$ cat src/rtl/count_sequencer_if.sv
// rtl/count_sequencer_if.sv - control and status bundle for count_sequencer
interface count_sequencer_if #(
    parameter int WIDTH = 2,
    parameter int DIV_W = 8
);
    logic             start;
    logic             stop;
    logic             mode;
    logic [DIV_W-1:0] div_sel;
    logic [WIDTH-1:0] limit;
    logic [WIDTH-1:0] count;
    logic             tick;
    logic             wrap;
    logic             done;
    logic             busy;

    modport master (
        output start, stop, mode, div_sel, limit,
        input  count, tick, wrap, done, busy
    );

    modport slave (
        input  start, stop, mode, div_sel, limit,
        output count, tick, wrap, done, busy
    );
endinterface

$ cat src/rtl/count_sequencer.sv
// rtl/count_sequencer.sv - prescaled up-counter sequencer with one-shot/continuous modes
module count_sequencer #(
    parameter int WIDTH = 2,
    parameter int DIV_W = 8
) (
    input  logic               clk,
    input  logic               rst,
    count_sequencer_if.slave   bus
);
    typedef enum logic [1:0] {S_IDLE, S_RUN, S_DONE} state_t;

    state_t           state_q, state_d;
    logic [WIDTH-1:0] count_q, count_d;
    logic [DIV_W-1:0] presc_q, presc_d;
    logic [DIV_W-1:0] div_q, div_d;
    logic [WIDTH-1:0] limit_q, limit_d;
    logic             mode_q, mode_d;
    logic             tick_q, tick_d;
    logic             wrap_q, wrap_d;
    logic             done_q, done_d;
    logic             busy_q, busy_d;

    always_ff @(posedge clk or negedge rst) begin
        if (!rst) begin
            state_q <= S_IDLE;
            count_q <= '0;
            presc_q <= '0;
            div_q   <= '0;
            limit_q <= '0;
            mode_q  <= 1'b0;
            tick_q  <= 1'b0;
            wrap_q  <= 1'b0;
            done_q  <= 1'b0;
            busy_q  <= 1'b0;
        end else begin
            state_q <= state_d;
            count_q <= count_d;
            presc_q <= presc_d;
            div_q   <= div_d;
            limit_q <= limit_d;
            mode_q  <= mode_d;
            tick_q  <= tick_d;
            wrap_q  <= wrap_d;
            done_q  <= done_d;
            busy_q  <= busy_d;
        end
    end

    always_comb begin
        state_d = state_q;
        count_d = count_q;
        presc_d = presc_q;
        div_d   = div_q;
        limit_d = limit_q;
        mode_d  = mode_q;
        tick_d  = 1'b0;
        wrap_d  = 1'b0;
        done_d  = 1'b0;

        case (state_q)
            S_IDLE: begin
                if (bus.start && !bus.stop) begin
                    state_d = S_RUN;
                    count_d = '0;
                    presc_d = '0;
                    div_d   = bus.div_sel;
                    limit_d = bus.limit;
                    mode_d  = bus.mode;
                end
            end
            S_RUN: begin
                // stop takes priority over a count event on the same edge
                if (bus.stop) begin
                    state_d = S_IDLE;
                end else if (presc_q == div_q) begin
                    presc_d = '0;
                    tick_d  = 1'b1;
                    if (count_q != limit_q) begin
                        count_d = count_q + 1'b1;
                    end else if (mode_q) begin
                        count_d = '0;
                        wrap_d  = 1'b1;
                    end else begin
                        done_d  = 1'b1;
                        state_d = S_DONE;
                    end
                end else begin
                    presc_d = presc_q + 1'b1;
                end
            end
            S_DONE: begin
                state_d = S_IDLE;
            end
            default: begin
                state_d = S_IDLE;
            end
        endcase

        busy_d = (state_d == S_RUN);
    end

    assign bus.count = count_q;
    assign bus.tick  = tick_q;
    assign bus.wrap  = wrap_q;
    assign bus.done  = done_q;
    assign bus.busy  = busy_q;
endmodule

$ cat src/flat_wrapper.sv
// flat-port wrapper written by rule: the top's interface ports become plain ports
module count_sequencer_flat 
#(
    parameter int WIDTH = 2,
    parameter int DIV_W = 8
)
  (clk, rst, bus_start, bus_stop, bus_mode, bus_div_sel, bus_limit, bus_count, bus_tick, bus_wrap, bus_done, bus_busy);
  count_sequencer_if #(.WIDTH(WIDTH), .DIV_W(DIV_W)) bus_i ();
  input  logic clk;
  input  logic rst;
  input wire logic [$bits(bus_i.start)-1:0] bus_start;
  input wire logic [$bits(bus_i.stop)-1:0] bus_stop;
  input wire logic [$bits(bus_i.mode)-1:0] bus_mode;
  input wire logic [$bits(bus_i.div_sel)-1:0] bus_div_sel;
  input wire logic [$bits(bus_i.limit)-1:0] bus_limit;
  output wire logic [$bits(bus_i.count)-1:0] bus_count;
  output wire logic [$bits(bus_i.tick)-1:0] bus_tick;
  output wire logic [$bits(bus_i.wrap)-1:0] bus_wrap;
  output wire logic [$bits(bus_i.done)-1:0] bus_done;
  output wire logic [$bits(bus_i.busy)-1:0] bus_busy;
  assign bus_i.start = bus_start;
  assign bus_i.stop = bus_stop;
  assign bus_i.mode = bus_mode;
  assign bus_i.div_sel = bus_div_sel;
  assign bus_i.limit = bus_limit;
  assign bus_count = bus_i.count;
  assign bus_tick = bus_i.tick;
  assign bus_wrap = bus_i.wrap;
  assign bus_done = bus_i.done;
  assign bus_busy = bus_i.busy;
  count_sequencer #(.WIDTH(WIDTH), .DIV_W(DIV_W)) u_core (.clk(clk), .rst(rst), .bus(bus_i));
endmodule
$ cat config.mk
export PLATFORM = sky130hd
export DESIGN_NAME = count_sequencer_flat
export DESIGN_NICKNAME = d
export VERILOG_FILES = /design/src/rtl/count_sequencer_if.sv /design/src/rtl/count_sequencer.sv /design/src/flat_wrapper.sv
export SDC_FILE = /design/constraint.sdc
export NUM_CORES = 1
export LEC_CHECK = 0
export CORE_MARGIN = 2
export CORE_UTILIZATION = 35
export CTS_CLUSTER_DIAMETER = 100
export DETAILED_ROUTE_END_ITERATION = 12
export HOLD_SLACK_MARGIN = 0.03
export PLACE_DENSITY_LB_ADDON = 0.2
export REMOVE_ABC_BUFFERS = 1
export SLEW_MARGIN = 20
export SYNTH_ARGS = -nofsm -noshare
export SYNTH_HDL_FRONTEND = slang
export SYNTH_SLANG_ARGS = --single-unit
$ cat constraint.sdc
create_clock -name clk -period 2.2 [get_ports clk]
set_input_delay 0.55 -clock clk [delete_from_list [all_inputs] [get_ports clk]]
set_output_delay 0.55 -clock clk [all_outputs]
set_load 0.02 [all_outputs]
==> flow_summary_export.csv <==
group,metric,value,unit
layout,multi_input_area,603,sq um
yosys,yosysTopAreaCell,"dfrtp_1",
detailed_routing,antenna_left,0,
clock_network,numCtsBuffers,3,
outcome,status,"completed",
worst_setup_path,worstPathRequired,1.65,ns
pwr,p_seq_frac,0.536,
worst_setup_path,cp-startpoint,"u_core.bus.count[0]",
yosys,synthTopCellsByCount,"dfrtp_1, nor2_1, nand2_1, mux2_2, xor2_1",
floorplanning,start_util,0.360,
worst_setup_path,crit_type,"flop to output pin",
worst_setup_path,endpoint,"bus_count[0]",
worst_setup_path,cp.depth,1,
yosys,ys_top_cells_by_area,"dfrtp_1, mux2_2, xor2_1, xnor2_1, nor2_1",
clock_network,tritoncts,"yes",
sta,tightest_slew,0.556,ns
yosys,syn_area,1300,sq um
layout,fill_cells,346,
worst_setup_path,cp_slowest_cell,"clkdlybuf4s50_1",
sta,slew_headroom,0.627,
pwr,power_switching,326,uW
sta,layout_worst_path_cycle_share,0.889,
layout,final_cell_count_no_fill,189,
worst_setup_path,cp_cell_sequence,"clkdlybuf4s50_1",
pwr,p_leak,0.678,nW
yosys,ys_seq_area_frac,0.520,
floorplanning,die_y,64.9,um
clock_network,worstSkewPairLatency,0.27,ns
layout,final-seq-area,676,sq um
yosys,synth_most_common_cell,"dfrtp_1",
sta,final-setup-viol-count,0,
placed_design,dp_hpwl,1.73,mm
layout,diodes,0,
worst_setup_path,timing.rr.end,"u_core.presc_q[4]",
sta,rsz0062_at_grt,"false",
run,max-cap-violations,0,
worst_setup_path,rrSetupSlack,0.48,ns
worst_setup_path,arrival,1.41,ns
worst_setup_path,cp-end-kind,"output pin",
pwr,ir_drop,196,uV
global_route,grt.total_usage,0.127,
global_route,grt_start_max_net_pins,28,
sta,final_hold_viol_count,0,
yosys,yosys_register_bits,27,
pwr,switching_share,0.285,
pwr,clockPowerShare,0.243,
sta,setup_ws,0.243,ns
floorplanning,core,3610,sq um
detailed_routing,vias,912,
global_route,grt-ovfl-total,0,
detailed_routing,routedWlPerCell,12.3,um
yosys,yosys.area.top_type_share,0.520,
floorplanning,fp-row-count,22,
sta,final_max_slew_viol_count,0,
clock_network,cts.clk_slew.worst_paths,0.09,ns
pwr,p_comb_frac,0.221,
hold_path,hp-class,"flop to flop",
sta,finalSetupTns,0,ns
worst_setup_path,rr_startpoint,"u_core.presc_q[0]",
worst_setup_path,critical-path-top-delay-family,"buffers and inverters",
clock_network,cts_htree_levels,1,
worst_setup_path,start_kind,"flop",
placed_design,port_buffers,20,
layout,nNetsFinal,158,
global_route,antenna_found_initial,0,
detailed_routing,drtIter0Drc,40,
sta,max_clock_freq,511,MHz
worst_setup_path,reg2reg_depth,5,
detailed_routing,routed_wl,2.33,mm
clock_network,cts-root-buf,"clkbuf_8",
yosys,synth.distinct_cells,32,
detailed_routing,via_per_inst,4.83,
layout,synthToLayoutAreaGrowth,24.6,%
sta,finalCriticalPeriod,1.96,ns
placed_design,place_inst,185,
clock_network,clock-sinks,27,
detailed_routing,drtPass1Iterations,3,
yosys,synth_edf_count,0,
layout,drive_gt1_frac,0.170,
clock_network,cts_resized,0,
yosys,synth.avg_cell_area,11.2,sq um
clock_network,holdBufCountCts,0,
detailed_routing,route.detailed.drc,0,
floorplanning,ioPinCount,21,
clock_network,post-cts-setup-buffers,0,
yosys,syn_inst,116,
yosys,async_reset_ff_frac,1.00,
sta,fin_worst_skew,0.00412,ns
pwr,p_int,817,uW
placed_design,globalplace.congestion,0.834,
pwr,powerDensity,706,nW/um^2
global_route,grt_pass1_wl,4.21,mm
worst_setup_path,path_buf_inv,1,
yosys,synth-main-ff-cell,"dfrtp_1",
layout,final_util,0.449,
clock_network,cts_buffer_depth,2,
placed_design,pre_cts_ws,0.123,ns
global_route,grt_pass1_vias,981,
floorplanning,die-area,4210,sq um
worst_setup_path,critPathMaxFanout,8,
floorplanning,die_w,64.9,um
hold_path,hold_path.startpoint,"u_core.limit_q[1]",
worst_setup_path,slowest_delay,0.65,ns
yosys,yosys_warnings,0,
==> flip-flops by register name, summed over array words and instances (netlist names) <==
register / flops
u_core.div_q: 8
u_core.presc_q: 8
u_core.bus.count: 2
u_core.limit_q: 2
u_core.state_q: 2
u_core.bus.busy: 1
u_core.bus.done: 1
u_core.bus.tick: 1
u_core.bus.wrap: 1
u_core.mode_q: 1
==> cell usage in the layout, fill, tap and decap left out, drive strengths merged, types with 2 or more instances in the layout <==
master,instances
nor2,13
xnor2,6
nand4b,2
clkbuf,4
dfrtp,27
nor4,3
buf,3
nand4,2
a2bb2oi,2
and2,2
inv,3
xor2,9
nand3,2
a21oi,3
nor2b,2
clkdlybuf4s50,20
mux2,10
nand2,13
o21ai,4
and4,2
==> area by class of cell <==
type                       count  share of cell area
inverter                       3             0.00696
tap                           48              0.0371
timing repair buffer          23               0.138
clock buffer                   4              0.0278
multi-input combinational     84               0.373
sequential                    27               0.418
==> per-stage QoR <==
stage          area (sq um)  hold slack [ns]  power [mW]
2_1_floorplan          1290            0.254       0.776
4_1_cts                1620            0.541        1.15
3_3_place_gp           1570            0.512       0.870
6_report               1620            0.534        1.14
5_1_grt                1620            0.563        1.21
3_5_place_dp           1570            0.520       0.876
==> worst min path at each step <==
stage / endpoint / slack [ns] / cells past startpoint
after floorplan: u_core.bus.busy / 0.25 / 0
after global placement: u_core.div_q[7] / 0.51 / 1
after detailed placement: u_core.div_q[1] / 0.52 / 1
after CTS: u_core.div_q[1] / 0.54 / 1
after global routing: u_core.div_q[1] / 0.56 / 1
final: u_core.limit_q[1] / 0.53 / 1
==> layer usage <==
layer | GRT usage | part of all wire | up-vias | routed length, um
li1 | - | - | 454 | -
met4 | 0.0612 | 0.021 | 0 | 49
met3 | 0.0156 | 0.036 | 4 | 84
met2 | 0.216 | 0.47 | 16 | 1090
met1 | 0.159 | 0.47 | 438 | 1100
met5 | 0 | 0 | - | 0
==> power by group through the flow <==
stage                     sequential, mW  clock (mW)  combinational (mW)
final                              0.612       0.278               0.252
after global routing               0.622       0.308               0.282
after CTS                          0.613       0.285               0.257
after detailed placement           0.622           0               0.254
after global placement             0.622           0               0.248
after floorplan                    0.621           0               0.154
==> kinds of logic (layout without fill, tap and decap cells) <==
group,after synthesis,in the layout,share of synthesized area
buffers and inverters,5,30,0.0154
adder cells (fa/ha/maj),1,1,0.00963
flip-flops,27,27,0.520
XOR/XNOR,15,15,0.101
multiplexers,10,10,0.0867
AO/OA/AOI/OAI,13,13,0.0645
AND/OR/NAND/NOR,45,45,0.202
Note: power is estimated with default switching activity, not from simulation.
==> edit, RTL diff (config.mk and constraints unchanged) <==
Make the reset (`rst`) synchronous in one clocked block.
--- a/src/rtl/count_sequencer.sv
+++ b/src/rtl/count_sequencer.sv
@@ -21,5 +21,5 @@
     logic             busy_q, busy_d;
 
-    always_ff @(posedge clk or negedge rst) begin
+    always_ff @(posedge clk) begin
         if (!rst) begin
             state_q <= S_IDLE;
Behaviour: differs if rst is asserted again (counterexample within 4 cycles, from zero or initial values and one cycle with rst low); with rst held inactive, the same outputs for 10 cycles.
==> edit against the original RTL <==
- utilization up 1.2 points
- worst setup slack got worse by 0.054 ns
- sequential cell count is the same
- wire length is 12% higher
- maximum frequency shrank 2.7%
- final area is 2.7% lower
- register-to-register slack lost 0.09 ns
- count of clock-buffer cells in the layout did not move
- die area fell by 1.6%
- synthesized area shrank 1.7%
- sequential share of layout area down 7.4 points
Power is not compared: it rests on default switching activity, and its combinational part moved more than twofold at a synthesized area within 25%.
==> edit: results (changes against the original RTL) <==
| Metric | Value |
|---|---|
| Filler instances | 354 (+2.3%) |
| Vias in the first global route | 1011 (+3.1%) |
| Asr flop ratio synth | 0 (-1.00) |
| Total track usage | 0.137 (+0.0102) |
| Drt via density | 5.08 (+5.3%) |
| Crit-path max FO | 6 (-2) |
| WHS Path Cells | 2 (+1) |
| Status | complete, no violations |
| R2R Setup Slk | 0.39 ns (-0.09 ns) |
| Clk_skew | 0.00776 ns (+0.00364 ns) |
| Via count | 1118 (+23%) |
| Dominant cells by area after synthesis | dfxtp_1 42%, nand2_1 10%, a21boi_0 8.2% |
| Nets | 191 (+21%) |
| CTS-repair resized insts | 0 (unchanged) |
| Hold_sp | u_core.div_q[2] |
| Root buffer cell | clkbuf_4 |
| Clk slew on worst S/H paths | 0.15 ns (+0.06 ns) |
| Gpl congestion | 0.805 (-3.5%) |
| Seq/Total Area, Yosys | 0.424 (-0.0967) |
| First-pass GRT wire length | 4490 um (+6.7%) |
| Hold WS | 0.482 ns (-0.0526 ns) |
| Crit path arrival time | 1.46 ns (+0.05 ns) |
| Drt total wl | 2610 um (+12%) |
| Post-place instance area | 0.00155 sq mm (-1.6%) |
| Largest net degree at the start of global routing | 17 (-39%) |
| WHS Endpoint | u_core.div_q[2] |
| Synth top cells by count | 34 x nand2_1, 27 x dfxtp_1, 14 x a21boi_0 |
| Detailed Place HPWL | 1920 um (+11%) |
| CP max stage delay | 0.65 ns (about the same) |
| Synthesized area per cell | 8.40 sq um (-25%) |
| Slew at the pin with the worst max-slew slack | 0.557 ns (+0.000273 ns) |
## edit: logic make-up (layout without fill, tap and decap cells)
logic type	count (synthesis)	after routing	share of synthesized area
xor+xnor	10	10	0.0686
flops	27	27	0.424
compound gates	32	32	0.175
buf+inv	8	30	0.0235
fa+ha+maj	1	1	0.00980
simple gates	74	74	0.300
## edit: cell type report
| cell class | count | area share |
|---|---|---|
| clock buffers | 4 | 0.0167 |
| inverters | 2 | 0.00477 |
| multi-input cells | 117 | 0.452 |
| well taps | 46 | 0.0366 |
| repair buffers | 24 | 0.146 |
| flip-flops and latches | 27 | 0.343 |
## edit: stage by stage
step / setup slack, ns / util
after floorplan: 0.228 / -
after global placement: 0.155 / 0.453
after detailed placement: 0.121 / 0.453
after CTS: 0.185 / 0.461
after global routing: 0.131 / 0.461
final: 0.189 / 0.461
## edit: worst max-delay path by stage
stage                        startpoint                 to  slack (ns)  depth (start not counted)
floorplan                      bus_stop    u_core.bus.busy        0.23                          3
global placement               bus_stop  u_core.presc_q[0]        0.15                          6
detailed placement             bus_stop  u_core.presc_q[0]        0.12                          6
CTS                 u_core.bus.count[0]       bus_count[0]        0.18                          1
global route        u_core.bus.count[0]       bus_count[0]        0.13                          1
finish              u_core.bus.count[0]       bus_count[0]        0.19                          1
## edit: power groups by stage
stage               sequential, mW  clock, mW  combinational (mW)
floorplan                    0.524          0              0.0643
global placement             0.524          0               0.122
detailed placement           0.524          0               0.124
CTS                          0.513      0.228               0.124
global route                 0.515      0.248               0.135
finish                       0.513      0.220               0.124
## edit: routing by layer
metal  vias to the layer above  track usage  share of wire
li1                        579            -              -
met4                         0       0.0638          0.014
met2                        23        0.215           0.45
met5                         -            0              0
met3                         5       0.0211          0.028
met1                       511        0.185           0.51
